<file path="src/rtl/csc_dec_hls_deadlock_monitor_gen.sv">
// Deadlock monitor for one csc_dec HLS instance: merges local AXIS stall flags with
// qualified child-monitor flags, filters by persistence and keeps sticky debug status.
module csc_dec_hls_deadlock_monitor_gen #(
  parameter int NUM_CUR      = 2,
  parameter int NUM_SUB      = 2,
  parameter int NUM_IDLE     = 3,
  parameter int BLOCK_THRESH = 1,
  parameter int CNT_W        = 8,
  parameter int SRC_W        = ((NUM_CUR + NUM_SUB) > 1) ? $clog2(NUM_CUR + NUM_SUB) : 1
) (
  input  logic                       clock,
  input  logic                       reset,
  input  logic [NUM_CUR+NUM_SUB-1:0] axis_block_sigs,
  input  logic [NUM_SUB-1:0]         sub_block_sigs,
  input  logic [NUM_IDLE-1:0]        inst_idle_sigs,
  input  logic                       clear,
  output logic                       block,
  output logic                       block_sticky,
  output logic [SRC_W-1:0]           block_src,
  output logic [CNT_W-1:0]           block_cnt
);

  localparam int NUM_SRC = NUM_CUR + NUM_SUB;
  localparam int RUN_W   = ($clog2(BLOCK_THRESH + 1) > 0) ? $clog2(BLOCK_THRESH + 1) : 1;

  typedef enum logic [1:0] {
    ST_IDLE    = 2'd0,
    ST_SUSPECT = 2'd1,
    ST_BLOCKED = 2'd2
  } state_t;

  state_t               state_reg, state_next;
  logic [RUN_W-1:0]     run_reg, run_next;
  logic                 sticky_reg;
  logic [SRC_W-1:0]     src_reg;
  logic [CNT_W-1:0]     cnt_reg;

  logic [NUM_SRC-1:0]   src;
  logic                 raw;
  logic [SRC_W-1:0]     src_idx;
  logic                 enter_blocked;

  // Sub-monitor flags only count while the channel feeding that child is stalled too.
  genvar gi;
  generate
    for (gi = 0; gi < NUM_CUR; gi++) begin : g_cur
      assign src[gi] = axis_block_sigs[gi];
    end
    for (gi = 0; gi < NUM_SUB; gi++) begin : g_sub
      assign src[NUM_CUR+gi] = sub_block_sigs[gi] & axis_block_sigs[NUM_CUR+gi];
    end
  endgenerate

  assign raw = (|src) & ~(&inst_idle_sigs);

  always_comb begin
    src_idx = '0;
    for (int i = NUM_SRC - 1; i >= 0; i--) begin
      if (src[i]) src_idx = SRC_W'(i);
    end
  end

  always_comb begin
    state_next = state_reg;
    run_next   = run_reg;
    case (state_reg)
      ST_IDLE: begin
        if (raw && BLOCK_THRESH == 1) begin
          state_next = ST_BLOCKED;
        end else if (raw) begin
          state_next = ST_SUSPECT;
          run_next   = RUN_W'(1);
        end
      end
      ST_SUSPECT: begin
        if (!raw) begin
          state_next = ST_IDLE;
          run_next   = '0;
        end else if (run_reg == RUN_W'(BLOCK_THRESH - 1)) begin
          state_next = ST_BLOCKED;
        end else begin
          run_next = run_reg + RUN_W'(1);
        end
      end
      ST_BLOCKED: begin
        if (!raw) begin
          state_next = ST_IDLE;
          run_next   = '0;
        end
      end
      default: begin
        state_next = ST_IDLE;
        run_next   = '0;
      end
    endcase
  end

  assign enter_blocked = (state_next == ST_BLOCKED) && (state_reg != ST_BLOCKED);

  always_ff @(posedge clock or negedge reset) begin
    if (!reset) begin
      state_reg <= ST_IDLE;
      run_reg   <= '0;
    end else begin
      state_reg <= state_next;
      run_reg   <= run_next;
    end
  end

  // An entry in the same cycle as clear wins, so the new event is not lost.
  always_ff @(posedge clock or negedge reset) begin
    if (!reset) begin
      sticky_reg <= 1'b0;
      src_reg    <= '0;
      cnt_reg    <= '0;
    end else if (enter_blocked) begin
      sticky_reg <= 1'b1;
      src_reg    <= src_idx;
      if (clear)         cnt_reg <= CNT_W'(1);
      else if (!(&cnt_reg)) cnt_reg <= cnt_reg + CNT_W'(1);
    end else if (clear) begin
      sticky_reg <= 1'b0;
      cnt_reg    <= '0;
    end
  end

  assign block        = (state_reg == ST_BLOCKED);
  assign block_sticky = sticky_reg;
  assign block_src    = src_reg;
  assign block_cnt    = cnt_reg;

endmodule

</file>
<file path="config.mk">
export PLATFORM = sky130hd
export DESIGN_NAME = csc_dec_hls_deadlock_monitor_gen
export DESIGN_NICKNAME = d
export VERILOG_FILES = /design/src/rtl/csc_dec_hls_deadlock_monitor_gen.sv
export SDC_FILE = /design/constraint.sdc
export NUM_CORES = 1
export LEC_CHECK = 0
export ABC_CLOCK_PERIOD_IN_PS = 2500
export CORE_ASPECT_RATIO = 1.1
export CORE_UTILIZATION = 42
export CTS_CLUSTER_DIAMETER = 200
export DETAILED_ROUTE_END_ITERATION = 7
export MAX_ROUTING_LAYER = met4
export PLACE_DENSITY = 0.86
export SLEW_MARGIN = 20
export SYNTH_ARGS = -nofsm -noshare
export SYNTH_HDL_FRONTEND = slang
export SYNTH_SLANG_ARGS = --single-unit
export TNS_END_PERCENT = 30
</file>
<file path="constraint.sdc">
create_clock -name clock -period 2.5 [get_ports clock]
set_clock_uncertainty 0.2 [all_clocks]
set_input_delay 0.5 -clock clock [delete_from_list [all_inputs] [get_ports clock]]
set_output_delay 0.5 -clock clock [all_outputs]
set_load 0.005 [all_outputs]
</file>
# Word level (Yosys, flattened, before mapping)
# Index checks and enable logic that the tools add are counted.
[totals]
ramBits = 0
n_memories = 0
word_cells = 45
mem_bits_ro = 0
output_inout_bits = 12
latch_bits = 0
inputBits = 12
reg_bits = 14
[op_classes]
n_addsub = 2
muxes = 19
n_lt_le_gt_ge = 0
bitwise = 5
shifts = 0
n_eq_ne = 6
reduce_logical = 8
n_mul = 0
n_div = 0
[op_table]
columns = ["op", "count"]
rows = [
  ["8-bit 2-to-1 mux", 4],
  ["2-bit 2-to-1 mux", 8],
  ["8-bit by 1-bit adder with 8-bit output, second input constant", 1],
  ["8-bit AND reduction", 1],
  ["2-bit inequality test, second input constant", 3],
  ["2-bit case mux with 3 select lines", 1],
  ["1-bit 2-to-1 mux", 5],
  ["2-bit == test, second input constant", 2],
  ["2-bit AND reduction", 2],
  ["4-bit OR reduction", 1],
  ["1-bit bitwise AND", 3],
  ["1-bit case mux with 3 select lines", 1],
  ["3-bit AND reduction", 1],
  ["2-bit by 1-bit == test with 1-bit output, second input constant", 1],
  ["2-bit zero test", 1],
  ["1-bit inverter", 2],
  ["2-bit nonzero test", 1],
  ["1-bit adder, second input constant", 1],
  ["1-bit logical AND", 1],
]

# Depth between registers and ports, before layout
# Gate-level depths: netlist (run 1).
[depth]
depth_word = 9
depth_mapped = 5
ltp_nobuf = 5

# Worst setup path before layout (run 1)
# OpenSTA, ideal clock, no wires.
[synth_timing]
kind = "input port to flip-flop"
start = "input inst_idle_sigs[2]"
end = "register cnt_reg[4] (netlist: block_cnt[4])"
setup_time_ps = 78
t_required_ps = 2222
arrival_ps = 1547
n_path_buf = 0
path_stages = 4
path_slack_ps = 675
path_cell_list = "a31o_1 a21o_4 or4_1 a21oi_1"
[synth_via]
elab_chain_len = 9
elab_cells_between_ends = 12
classes_between = "eq/ne (1); mux (5); bitwise (2); reduce/logical (4)"
[synth_lines]
columns = ["item", "line", "rtl"]
rows = [
  ["from (decl)", "15", "input logic [NUM_IDLE-1:0] inst_idle_sigs,"],
  ["3-bit AND reduction (*)", "54", "assign raw = (|src) & ~(&inst_idle_sigs);"],
  ["1-bit inverter (*)", "54", ""],
  ["1-bit bitwise AND (*)", "54", ""],
  ["2-bit 2-to-1 mux, on equally long branches", "86, 68, 76", ""],
  ["2-bit case mux with 3 select lines (*)", "66", "case (state_reg)"],
  ["2-bit == test (*)", "98", "assign enter_blocked = (state_next == ST_BLOCKED) && (state_reg != ST_BLOCKED);"],
  ["1-bit logical AND (*)", "98", ""],
  ["2-bit nonzero test (no source line)", "--", ""],
  ["2-bit AND reduction (no source line)", "--", ""],
  ["to (signal assigned)", "120", "else if (!(&cnt_reg)) cnt_reg <= cnt_reg + CNT_W'(1);"],
  ["to (decl)", "36", "logic [CNT_W-1:0] cnt_reg;"],
]
# Mark *: on every way between the ends. The rest lies on a longest branch, timed or not.
# A chain may end at the register's enable or synchronous reset.

# Final worst setup path (run 1)
# Ends and elaborated chain as after synthesis.

==> out/summary.txt, run 1 <==
Post-Synthesis Cells -> 71
GRT Overall Usage -> 20.7%
CTS Buffer Depth -> 2
Max Used Layer -> met4
Maximum VDD drop -> 0.391 mV
Most frequent cells in the layout -> 23 x clkdlybuf4s50_1, 13 x dfrtp_1, 7 x a21oi_1, 7 x o21ai_0, 6 x nand2_1
Num ports -> 24
Post-CTS Setup Inserts -> 0
MaxCap Viol Count -> 0
Met2 Wirelength -> 689 microns
Synth Warn # -> 0
Max reg flops -> 8
WL final -> 1.55 mm
Static leakage -> 0.362 nW
Syn Area/Cell -> 9.50 sq um
Hold_buf cts -> 0
Tmin final -> 2140 ps
Crit path DAT -> 2130 ps
CTS buffer count -> 3
Layout Utilization -> 66.1%
# nets final -> 111
Final hold vios -> 0
Worst-path fanout max -> 18
Setup TNS -> 0 ps
CTS tree -> built
Syn nets -> 84
Post-DR wirelength/cell -> 13.7 microns
Setup crit end -> block_cnt[4]
Synth cell types -> 28
Area of the mapped netlist -> 674 sq um
PD cells -> 505 mW/mm^2
Post-detail-place hpwl -> 1.13 mm
CTS root buffer -> clkbuf_4
CP required -> 2490 ps
Via Count -> 648
Setup Viol. Count Final -> 0
Worst setup path startpoint -> inst_idle_sigs[2]
Initial Utilization -> 47.0%
FF-to-FF Start -> block_cnt[0]
RePlAce Congestion -> 0.790
Tcrit/Tclk final -> 85.7%
Grt ovf -> 0
R2R cell count -> 5
RSZ-0062 raised after global routing -> false
Max_slew headroom -> 61.4%
Top-area cell type share of the netlist area -> 48.2%
# fillers -> 119
Achievable Freq -> 467 MHz
RR Endpoint -> block_cnt[5]
Die W -> 40.2 microns
Vias in the first global route -> 578
Wl on met1 -> 734 microns
IO buf count -> 23
Commonest non-fill, non-tap cell in the layout -> clkdlybuf4s50_1
Die Y -> 44.0 microns
Pin count of the biggest net entering global routing -> 19
Kind of critical path -> primary input to register
Clk_lat worst skew -> 260 ps
Crit. End Element -> register
Core area -> 0.00144 sq mm
Yosys reg bits -> 13
Via density -> 5.73
Reg2reg setup slack -> 520 ps
Clk slew on worst S/H paths -> 80 ps
Synth area leader -> dfrtp_1
H-Tree Depth -> 1
Critical Path Source Type -> primary input
Layout area overhead -> 40.8%
N_diodes -> 0
Initial DRT Pass Iterations -> 3
Met3 wire len -> 100 microns
First DRT Iteration DRCs -> 8
Placed cell count -> 109
DRC viols -> 0
Row cnt -> 14
First-pass GRT wire length -> 2.40 mm
Synth area leaders -> dfrtp_1 48%, a21oi_1 5.2%, o21ai_0 5.2%
Detail Route Antenna Nets -> 0
Seq/Total Area, Yosys -> 48.2%
Post_cts resized -> 0
Status -> finished, final reports clean
Fin cells -> 113
Antenna violations before repair -> 0
Hold crit path type -> register to register
Fraction of layout cells with a size suffix above 1 -> 5.15%
Worst hold slack -> 244 ps
Pins Over Slew Limit -> 0
CTS sink cnt -> 13
Total power after layout -> 479 uW
Die area -> 0.00177 sq mm
Least-Margin Pin Slew -> 577 ps
layout make-up:
| cell class | count | area, sq um | area share (%) |
|---|---|---|---|
| clock buffers | 4 | 26.3 | 2.77 |
| multi-input cells | 54 | 333 | 35.0 |
| flip-flops and latches | 13 | 325 | 34.3 |
| inverters | 2 | 7.51 | 0.791 |
| well taps | 16 | 20.0 | 2.11 |
| repair buffers | 24 | 238 | 25.0 |
critical path: stages:
cell and delay, ps:
clkdlybuf4s50_1 440, a31o_1 270, a21o_4 250, or4_1 520, a21oi_1 150
where the power goes:
part / total (mW) / internal [mW] / leakage, nW / switching [mW]
logic: 0.110 / 0.0640 / 0.177 / 0.0458
registers: 0.243 / 0.227 / 0.170 / 0.0161
clock network: 0.126 / 0.0616 / 0.0150 / 0.0644
total: 0.479 / 0.353 / 0.362 / 0.126
kinds of logic (layout without fill, tap and decap cells):
logic type      after synthesis  in the layout  synth area share, %
flops                        13             13                 48.2
mux                           1              1                 1.48
other cells                   1              1                0.556
simple gates                 24             24                 18.4
compound gates               27             27                 27.1
buf+inv                       4             30                 2.41
fa+ha+maj                     1              1                 1.85
worst min path at each step:
stage,start,to,slack (ps),cells after the start
after CTS,state_reg[0],state_reg[1],250,1
after floorplan,reset,block_cnt[0],4,0
after global routing,state_reg[0],state_reg[1],260,1
after global placement,state_reg[0],state_reg[1],230,1
final,state_reg[0],state_reg[1],240,1
after detailed placement,state_reg[0],state_reg[1],240,1
synthesized netlist by cell type:
master     instances
and3_1             1
o21ai_0            7
a2111oi_0          1
dfrtp_1           13
a22oi_1            1
nor4_1             1
a32o_1             1
clkbuf_1           1
ha_1               1
a21oi_1            7
nand2_1            6
or4_1              2
o31ai_1            3
nor2_1             4
inv_1              2
conb_1             1
a31oi_1            1
nand3_1            3
buf_2              1
o311ai_0           1
mux2i_1            1
o41ai_1            2
a21o_4             1
nor2b_1            3
nand4_1            2
a211oi_1           1
or3_1              2
a31o_1             1
through the flow:
| stage | setup slack (ps) | cell area, sq um |
|---|---|---|
| finish | 358 | 950 |
| global route | 298 | 950 |
| CTS | 363 | 950 |
| detailed placement | 85.4 | 923 |
| global placement | 125 | 923 |
| floorplan | 675 | 674 |
routing by layer:
metal  up-vias  track usage, %
li1        329               -
met2        18            32.6
met1       299            24.6
met4         0            10.0
met3         2            4.52
met5         -               -
No activity file was read; power rests on OpenSTA's default activity.
==> run 2, diff against run 1 <==
Settings changed: REMOVE_ABC_BUFFERS set to 1.
==> out/summary.txt, run 2 (synthesis results as in run 1) <==
FF/Latch Area -> 325 sq um
Most frequent cells in the layout -> 23 x clkdlybuf4s50_1, 13 x dfrtp_1, 7 x a21oi_1, 7 x o21ai_0, 6 x nand2_1
N_diodes -> 0
# fillers -> 121
Slowest CP cell -> or4_1
WP buf/inv -> 1
Commonest non-fill, non-tap cell in the layout -> clkdlybuf4s50_1
IO buf count -> 23
CTS buffer count -> 3
CTS sink cnt -> 13
Tmin final -> 2120 ps
PD cells -> 509 mW/mm^2
CTS Buffer Depth -> 2
CTS root buffer -> clkbuf_4
Clk slew on worst S/H paths -> 70 ps
Layout Utilization -> 66.1%
Post_cts resized -> 0
Static leakage -> 0.362 nW
First DRT Iteration DRCs -> 14
Largest stage delay on the critical path -> 510 ps
Post-detail-place hpwl -> 1.22 mm
# nets final -> 111
Kind of critical path -> primary input to register
Status -> finished, final reports clean
Die W -> 40.2 microns
Maximum VDD drop -> 0.356 mV
Die Y -> 44.0 microns
Achievable Freq -> 471 MHz
Core area -> 0.00144 sq mm
Least-Margin Pin Slew -> 582 ps
Post-DR wirelength/cell -> 14.8 microns
GRT Overall Usage -> 22.6%
Area occupied by multi-input gates -> 333 sq um
Antenna violations before repair -> 0
Setup Viol. Count Final -> 0
Max_slew headroom -> 61.0%
Crit path DAT -> 2110 ps
Tcrit/Tclk final -> 84.9%
Row cnt -> 14
Via Count -> 674
Hold_buf cts -> 0
CP delay by family, top -> compound AO/OA/AOI/OAI gates
Num ports -> 24
CTS tree -> built
First-pass GRT wire length -> 2.53 mm
Initial DRT Pass Iterations -> 4
Crit. End Element -> register
WL final -> 1.67 mm
Vias in the first global route -> 581
DRC viols -> 0
Max reg flops -> 8
RSZ-0062 raised after global routing -> false
Detail Route Antenna Nets -> 0
MaxCap Viol Count -> 0
Pin count of the biggest net entering global routing -> 15
Fraction of layout cells with a size suffix above 1 -> 5.15%
Hold crit path type -> register to register
Pins Over Slew Limit -> 0
Post-CTS Setup Inserts -> 0
Clk_lat worst skew -> 270 ps
Grt ovf -> 0
Die area -> 0.00177 sq mm
Worst-path fanout max -> 14
Crit-path cells -> clkdlybuf4s50_1 -> a22oi_1 -> a21o_4 -> or4_1 -> a21oi_1
Via density -> 5.96
Initial Utilization -> 47.0%
Final hold vios -> 0
Setup TNS -> 0 ps
H-Tree Depth -> 1
CP required -> 2490 ps
Critical Path Source Type -> primary input
Layout area overhead -> 40.8%
RePlAce Congestion -> 0.833
==> run 2: cell counts in the layout (fill, tap and decap cells not counted) <==
Identical to the previous run, type by type.
==> run 2: final timing paths <==
check / start / endpoint / slack, ps / depth (start not counted)
worst max-delay path: axis_block_sigs[3] / block_cnt[4] / 380 / 5
worst min-delay path: state_reg[0] / state_reg[1] / 240 / 1
worst max register to register: block_cnt[0] / block_cnt[5] / 490 / 5
worst min register to register: state_reg[0] / state_reg[1] / 240 / 1
max in group asynchronous: reset / state_reg[1] / 1330 / 1
min in group asynchronous: reset / block_sticky / 390 / 1
==> run 2: metal layers <==
layer | global-route usage (%) | vias to the layer above | wire length [microns] | share of wire, %
li1 | - | 322 | - | -
met1 | 28.3 | 321 | 719 | 43
met2 | 31.3 | 26 | 772 | 46
met3 | 6.53 | 5 | 140 | 8.4
met4 | 14.7 | 0 | 35 | 2.1
met5 | - | - | 0 | 0
==> run 2: where the power goes <==
part           switching [mW]  total [mW]  internal [mW]
combinational          0.0477       0.113         0.0652
clock                  0.0665       0.128         0.0619
sequential             0.0148       0.242          0.227
==> run 2: area by class of cell <==
| class | instances | share of cell area [%] |
|---|---|---|
| multi-input cells | 54 | 35.0 |
| repair buffers | 24 | 25.0 |
| clock buffers | 4 | 2.77 |
| flip-flops and latches | 13 | 34.3 |
| well taps | 16 | 2.11 |
| inverters | 2 | 0.791 |
==> run 2: worst register-to-register path: cells and delay by family, from the launching register on <==
kind / cells / cell delay [ps]
simple gates: 3 / 910
flops: 1 / 430
fa+ha+maj: 1 / 240
compound gates: 1 / 160
==> run 2: stage by stage <==
step / power [mW] / instance area (sq um) / cells / hold WS [ps] / worst slack [ps]
finish: 0.483 / 950 / 113 / 243 / 377
global route: 0.517 / 950 / 113 / 278 / 292
CTS: 0.487 / 950 / 113 / 246 / 379
detailed placement: 0.359 / 923 / 109 / 236 / 89.9
global placement: 0.355 / 923 / 109 / 227 / 136
floorplan: 0.287 / 666 / 69 / 4.41 / 646
